File: config.mk
export PLATFORM = sky130hd
export DESIGN_NAME = photocell_conditioner
export DESIGN_NICKNAME = d
export VERILOG_FILES = /design/src/rtl/photocell_conditioner.sv
export SDC_FILE = /design/constraint.sdc
export NUM_CORES = 1
export LEC_CHECK = 0
export BUFFER_PORTS_ARGS = -buffer_cell sky130_fd_sc_hd__clkbuf_2
export CAP_MARGIN = 20
export CORE_MARGIN = 2
export CORE_UTILIZATION = 60
export DETAILED_ROUTE_END_ITERATION = 8
export PLACE_DENSITY = 0.79
export SLEW_MARGIN = 20
export SYNTH_ARGS = -nofsm -noshare
export SYNTH_HDL_FRONTEND = slang
export SYNTH_SLANG_ARGS = --single-unit
File: constraint.sdc
create_clock -name clck -period 4.23 [get_ports clck]
set_clock_uncertainty 0.1 [all_clocks]
set_input_delay 0.2115 -clock clck [delete_from_list [all_inputs] [get_ports clck]]
set_output_delay 0.2115 -clock clck [all_outputs]
set_load 0.03 [all_outputs]
File: src/rtl/photocell_conditioner.sv
// Photocell front end: synchronizes and debounces the two beam sensors, detects
// stuck-blocked sensors and turns accepted passages into gated one-cycle pulses.

module photocell_channel #(
  parameter int DEB_CYCLES   = 4,
  parameter int STUCK_CYCLES = 1000
) (
  input  logic       clck,
  input  logic       rst,
  input  logic       raw,
  output logic       pass,
  output logic       fault,
  output logic [1:0] state_dbg
);
  typedef enum logic [1:0] {IDLE = 2'd0, BLOCKED = 2'd1, FAULT = 2'd2} state_t;

  localparam logic [3:0]  DEB   = DEB_CYCLES[3:0];
  localparam logic [15:0] STUCK = STUCK_CYCLES[15:0];

  state_t      state, state_n;
  logic        s1, s;
  logic [3:0]  dcnt, dcnt_n, dcnt_inc;
  logic [15:0] bcnt, bcnt_n, bcnt_inc;

  always_ff @(posedge clck) begin
    if (!rst) begin
      s1    <= 1'b0;
      s     <= 1'b0;
      state <= IDLE;
      dcnt  <= '0;
      bcnt  <= '0;
    end else begin
      s1    <= raw;
      s     <= s1;
      state <= state_n;
      dcnt  <= dcnt_n;
      bcnt  <= bcnt_n;
    end
  end

  assign dcnt_inc = dcnt + 4'd1;
  assign bcnt_inc = bcnt + 16'd1;

  always_comb begin
    state_n = state;
    dcnt_n  = dcnt;
    bcnt_n  = bcnt;
    pass    = 1'b0;
    case (state)
      IDLE: begin
        if (!s) begin
          dcnt_n = '0;
        end else if (dcnt_inc == DEB) begin
          state_n = BLOCKED;
          dcnt_n  = '0;
          bcnt_n  = '0;
        end else begin
          dcnt_n = dcnt_inc;
        end
      end
      BLOCKED: begin
        bcnt_n = (bcnt == STUCK) ? bcnt : bcnt_inc;
        // A stuck timeout wins over a release qualifying on the same cycle.
        if (bcnt_inc == STUCK) begin
          state_n = FAULT;
        end else if (s) begin
          dcnt_n = '0;
        end else if (dcnt_inc == DEB) begin
          state_n = IDLE;
          dcnt_n  = '0;
          pass    = 1'b1;
        end else begin
          dcnt_n = dcnt_inc;
        end
      end
      FAULT: begin
        state_n = FAULT;
      end
      default: begin
        state_n = IDLE;
        dcnt_n  = '0;
        bcnt_n  = '0;
      end
    endcase
  end

  assign fault     = (state == FAULT);
  assign state_dbg = state;
endmodule

module photocell_conditioner #(
  parameter int DEB_CYCLES   = 4,
  parameter int STUCK_CYCLES = 1000
) (
  input  logic       clck,
  input  logic       rst,
  input  logic       FE_raw,
  input  logic       BE_raw,
  input  logic       full_flag,
  input  logic       empt_flag,
  output logic       FE_photocell,
  output logic       BE_photocell,
  output logic       FE_fault,
  output logic       BE_fault,
  output logic [3:0] drop_cnt,
  output logic [1:0] fe_state,
  output logic [1:0] be_state
);
  logic       fe_pass, be_pass, fe_drop, be_drop;
  logic [4:0] drop_sum;

  photocell_channel #(.DEB_CYCLES(DEB_CYCLES), .STUCK_CYCLES(STUCK_CYCLES)) u_fe (
    .clck(clck), .rst(rst), .raw(FE_raw),
    .pass(fe_pass), .fault(FE_fault), .state_dbg(fe_state)
  );

  photocell_channel #(.DEB_CYCLES(DEB_CYCLES), .STUCK_CYCLES(STUCK_CYCLES)) u_be (
    .clck(clck), .rst(rst), .raw(BE_raw),
    .pass(be_pass), .fault(BE_fault), .state_dbg(be_state)
  );

  // Arrivals are refused when the queue is full, departures when it is empty.
  assign fe_drop  = fe_pass & full_flag;
  assign be_drop  = be_pass & empt_flag;
  assign drop_sum = {1'b0, drop_cnt} + {4'd0, fe_drop} + {4'd0, be_drop};

  always_ff @(posedge clck) begin
    if (!rst) begin
      FE_photocell <= 1'b0;
      BE_photocell <= 1'b0;
      drop_cnt     <= '0;
    end else begin
      FE_photocell <= fe_pass & ~full_flag;
      BE_photocell <= be_pass & ~empt_flag;
      drop_cnt     <= (drop_sum > 5'd15) ? 4'd15 : drop_sum[3:0];
    end
  end
endmodule

==> key figures <==
Status
  • Outcome: finished, final reports clean

STA
  • Highest clock rate: 0.281 GHz
  • Final Hold Viols: 0
  • Slew headroom: 0.356
  • RSZ-0062 raised after global routing: false
  • Sum Neg Setup Slack: 0 ns
  • Hold Slack: 0.276 ns
  • Part of the cycle the worst path needs: 0.841
  • Count of final setup violators: 0
  • Final worst path period need: ~3.6 ns
  • Fin worst setup slack: 0.671 ns
  • Final Slew Violations: 0
  • Slew @ Worst Pin: 0.965 ns

Pwr
  • Pleak: about 1.2 nW
  • NetSw: 201 uW
  • Pwr dens: ~260 nW/um2
  • Clock share of power: 0.416
  • Flop pwr share: 0.561
  • Peak VDD IR: between 0.2 and 0.3 mV
  • Comb power frac: 0.023
  • Sw frac: 0.220
  • Total power: 915 uW
  • Internal power: 714 uW

Final layout
  • Design area: 3460 um2
  • Fin cells: between 400 and 500
  • Util after Layout: 0.673
  • Nets: 428
  • Area occupied by multi-input gates: 1990 um2
  • P&R area growth vs syn: 7.30%
  • Layout fillers: 463
  • Layout cells sized above 1: 0.0990
  • N_diodes: 0
  • Seq. cell area: between 1000 and 1500 um2

Synthesis
  • Compound-Gate Fraction of Synth Area: 0.203
  • EDFF count, synth: 0
  • Top_reg_cell synth: dfxtp_1
  • Synth cell types: 61
  • Async S/R FF share, synth: 0
  • Adder-cell share of the synthesized area: 0.0373
  • Post-synthesis cell area: 3220 um2
  • Seq/Total Area, Yosys: 0.335
  • Synth warnings: 0
  • Xor/xnor share of the synthesized area: 0.0272
  • Net count after synthesis: 424
  • Post-Synth Simple-Gate Area: 0.330
  • Main combinational cell family by area after synthesis: simple AND/OR/NAND/NOR gates
  • Synthesized area per cell: 7.88 um2
  • Synth Register Bits: 54
  • Cells after synthesis: 409
  • Mux contribution to synthesized area: 0.0190

Floorplan
  • Ports: 18
  • Row Count: 26
  • Die width: 77.3 um
  • Die footprint: 5980 um2
  • Initial cell density of the core: 0.627
  • Core area: between 5000 and 6000 um2
  • Die Y-Extent: around 77 um

Clock network
  • Bufs on Longest Clock Path: 2
  • Post-CTS sizing: 0
  • CTS Sinks: between 50 and 60
  • CTS root buffer: clkbuf_8
  • CTS tree: built
  • Htree depth: 2
  • Postcts setup bufs: 0
  • Reg clk slew, reported paths: 0.11 ns
  • CTS buffer count: 5
  • Clk Latency, worst-skew pair: 0.32 ns

GRT
  • All-Layer GR Usage: 0.250
  • Global-route wire length before repair: 12400 um
  • Initial antenna violation count: 0
  • Largest net degree at the start of global routing: 30
  • GRT overflow: 0
  • Vias in the first global route: 2780

Routing
  • WL/cell: about 15 um
  • Vias: between 3000 and 4000
  • ANT nets after route: 0
  • Routed wire length: 7190 um
  • DRC: 0
  • Vias/cell: 6.27
  • Drt first pass iters: 5
  • Initial drt markers: 175

Setup path
  • Critical path capture point type: flip-flop
  • Worst EP required: 4.35 ns
  • Critical path peak fanout: 7
  • Critical path arrival: 3.68 ns
  • Crit Path Category: flip-flop to flip-flop
  • Startpoint types: flip-flop

Placed design
  • Cells after DPL: 472
  • Final estimated routing congestion in global placement: 0.921
  • Dpl hpwl: 4930 um
  • DP Area: 3300 um2
  • Dpl ws: ~0.7 ns
  • Port Buffers: 17

Worst hold path
  • HP Class: primary input to flip-flop

Job
  • Max-Cap Viols: 0
-- area by class of cell --
type	instances	area share
clock buffers	6	0.0239
clock inverters	2	0.0112
inverters	11	0.0119
multi-input cells	318	0.575
flip-flops and latches	54	0.312
well taps	70	0.0253
repair buffers	23	0.0405
-- metal layers --
metal / routed length (um) / global-route usage / vias up
li1: - / - / 1510
met1: 3110 / 0.310 / 1429
met2: 3590 / 0.430 / 90
met3: 399 / 0.0447 / 7
met4: 89 / 0.0911 / 0
met5: 0 / 0 / -
-- critical path, cell delays in order, from the launching register on --
cell      delay (ns)
dfxtp_1         0.48
ha_1            0.28
nand3_1         0.18
nor3_1          0.24
o221ai_1        0.18
or3_4           0.41
nor3b_4         0.30
nor4_1          0.10
and2_1          0.19
fa_1            0.42
ha_1            0.24
and3_1          0.17
o21a_1          0.16
-- registers in the layout (all words and copies together) (netlist names), 2 cells and up --
| name | flops |
|---|---|
| u_fe.dcnt | 4 |
| u_fe.state_dbg | 2 |
| u_be.dcnt | 4 |
| u_fe.bcnt | 16 |
| u_be.bcnt | 16 |
| drop_cnt | 4 |
| u_be.state_dbg | 2 |
-- kinds of logic after synthesis --
kind of cell,count (synthesis)
mux,6
xor+xnor,10
fa+ha+maj,9
simple gates,192
buf+inv,37
compound gates,101
flops,54
-- cell usage in the layout, fill, tap and decap left out, types with 11 or more instances in the layout --
master,instances
a21oi_1,24
a31oi_1,16
clkbuf_2,17
dfxtp_1,54
inv_1,11
nand2_1,31
nand3_1,19
nor2_1,52
nor3_1,15
o21ai_0,20
-- cells in the mapped netlist (5+ instances only) --
master,count,area [um2]
a21oi_1,24,120
a22oi_1,6,45.0
a311oi_1,5,43.8
a31oi_1,16,100
and2_1,8,50.1
and3_1,7,43.8
clkbuf_1,20,75.1
dfxtp_1,54,1080
ha_1,8,100
inv_1,11,41.3
mux2i_1,5,50.1
nand2_1,31,116
nand2b_1,6,37.5
nand3_1,19,95.1
nand4_1,7,43.8
nor2_1,52,195
nor2b_1,6,37.5
nor3_1,15,75.1
nor3b_1,6,45.0
nor4_1,9,56.3
o21a_1,7,52.6
o21ai_0,20,100
xnor2_1,7,61.3
-- worst paths after layout --
path / from / endpoint / slack, ns / cells after the start
max: u_be.bcnt[0] / drop_cnt[1] / 0.67 / 12
min reg2reg: u_be.s1 / u_be.s / 0.34 / 1
min: rst / u_fe.dcnt[0] / 0.28 / 2
max reg2reg: u_be.bcnt[0] / drop_cnt[1] / 0.67 / 12
-- timing repair --
action | CTS | global route
hold endpoints to repair | 4 | 0
hold buffers | 4 | 0
setup endpoints to repair | 0 | 0
-- power groups by stage --
stage | clock network (mW) | logic [mW] | registers, mW
after floorplan | 0 | 0.0135 | 0.523
after global placement | 0 | 0.0182 | 0.525
after detailed placement | 0 | 0.0186 | 0.525
after CTS | 0.384 | 0.0215 | 0.513
after global routing | 0.402 | 0.0243 | 0.513
final | 0.380 | 0.0214 | 0.513
Note: power is estimated with default switching activity, not from simulation.
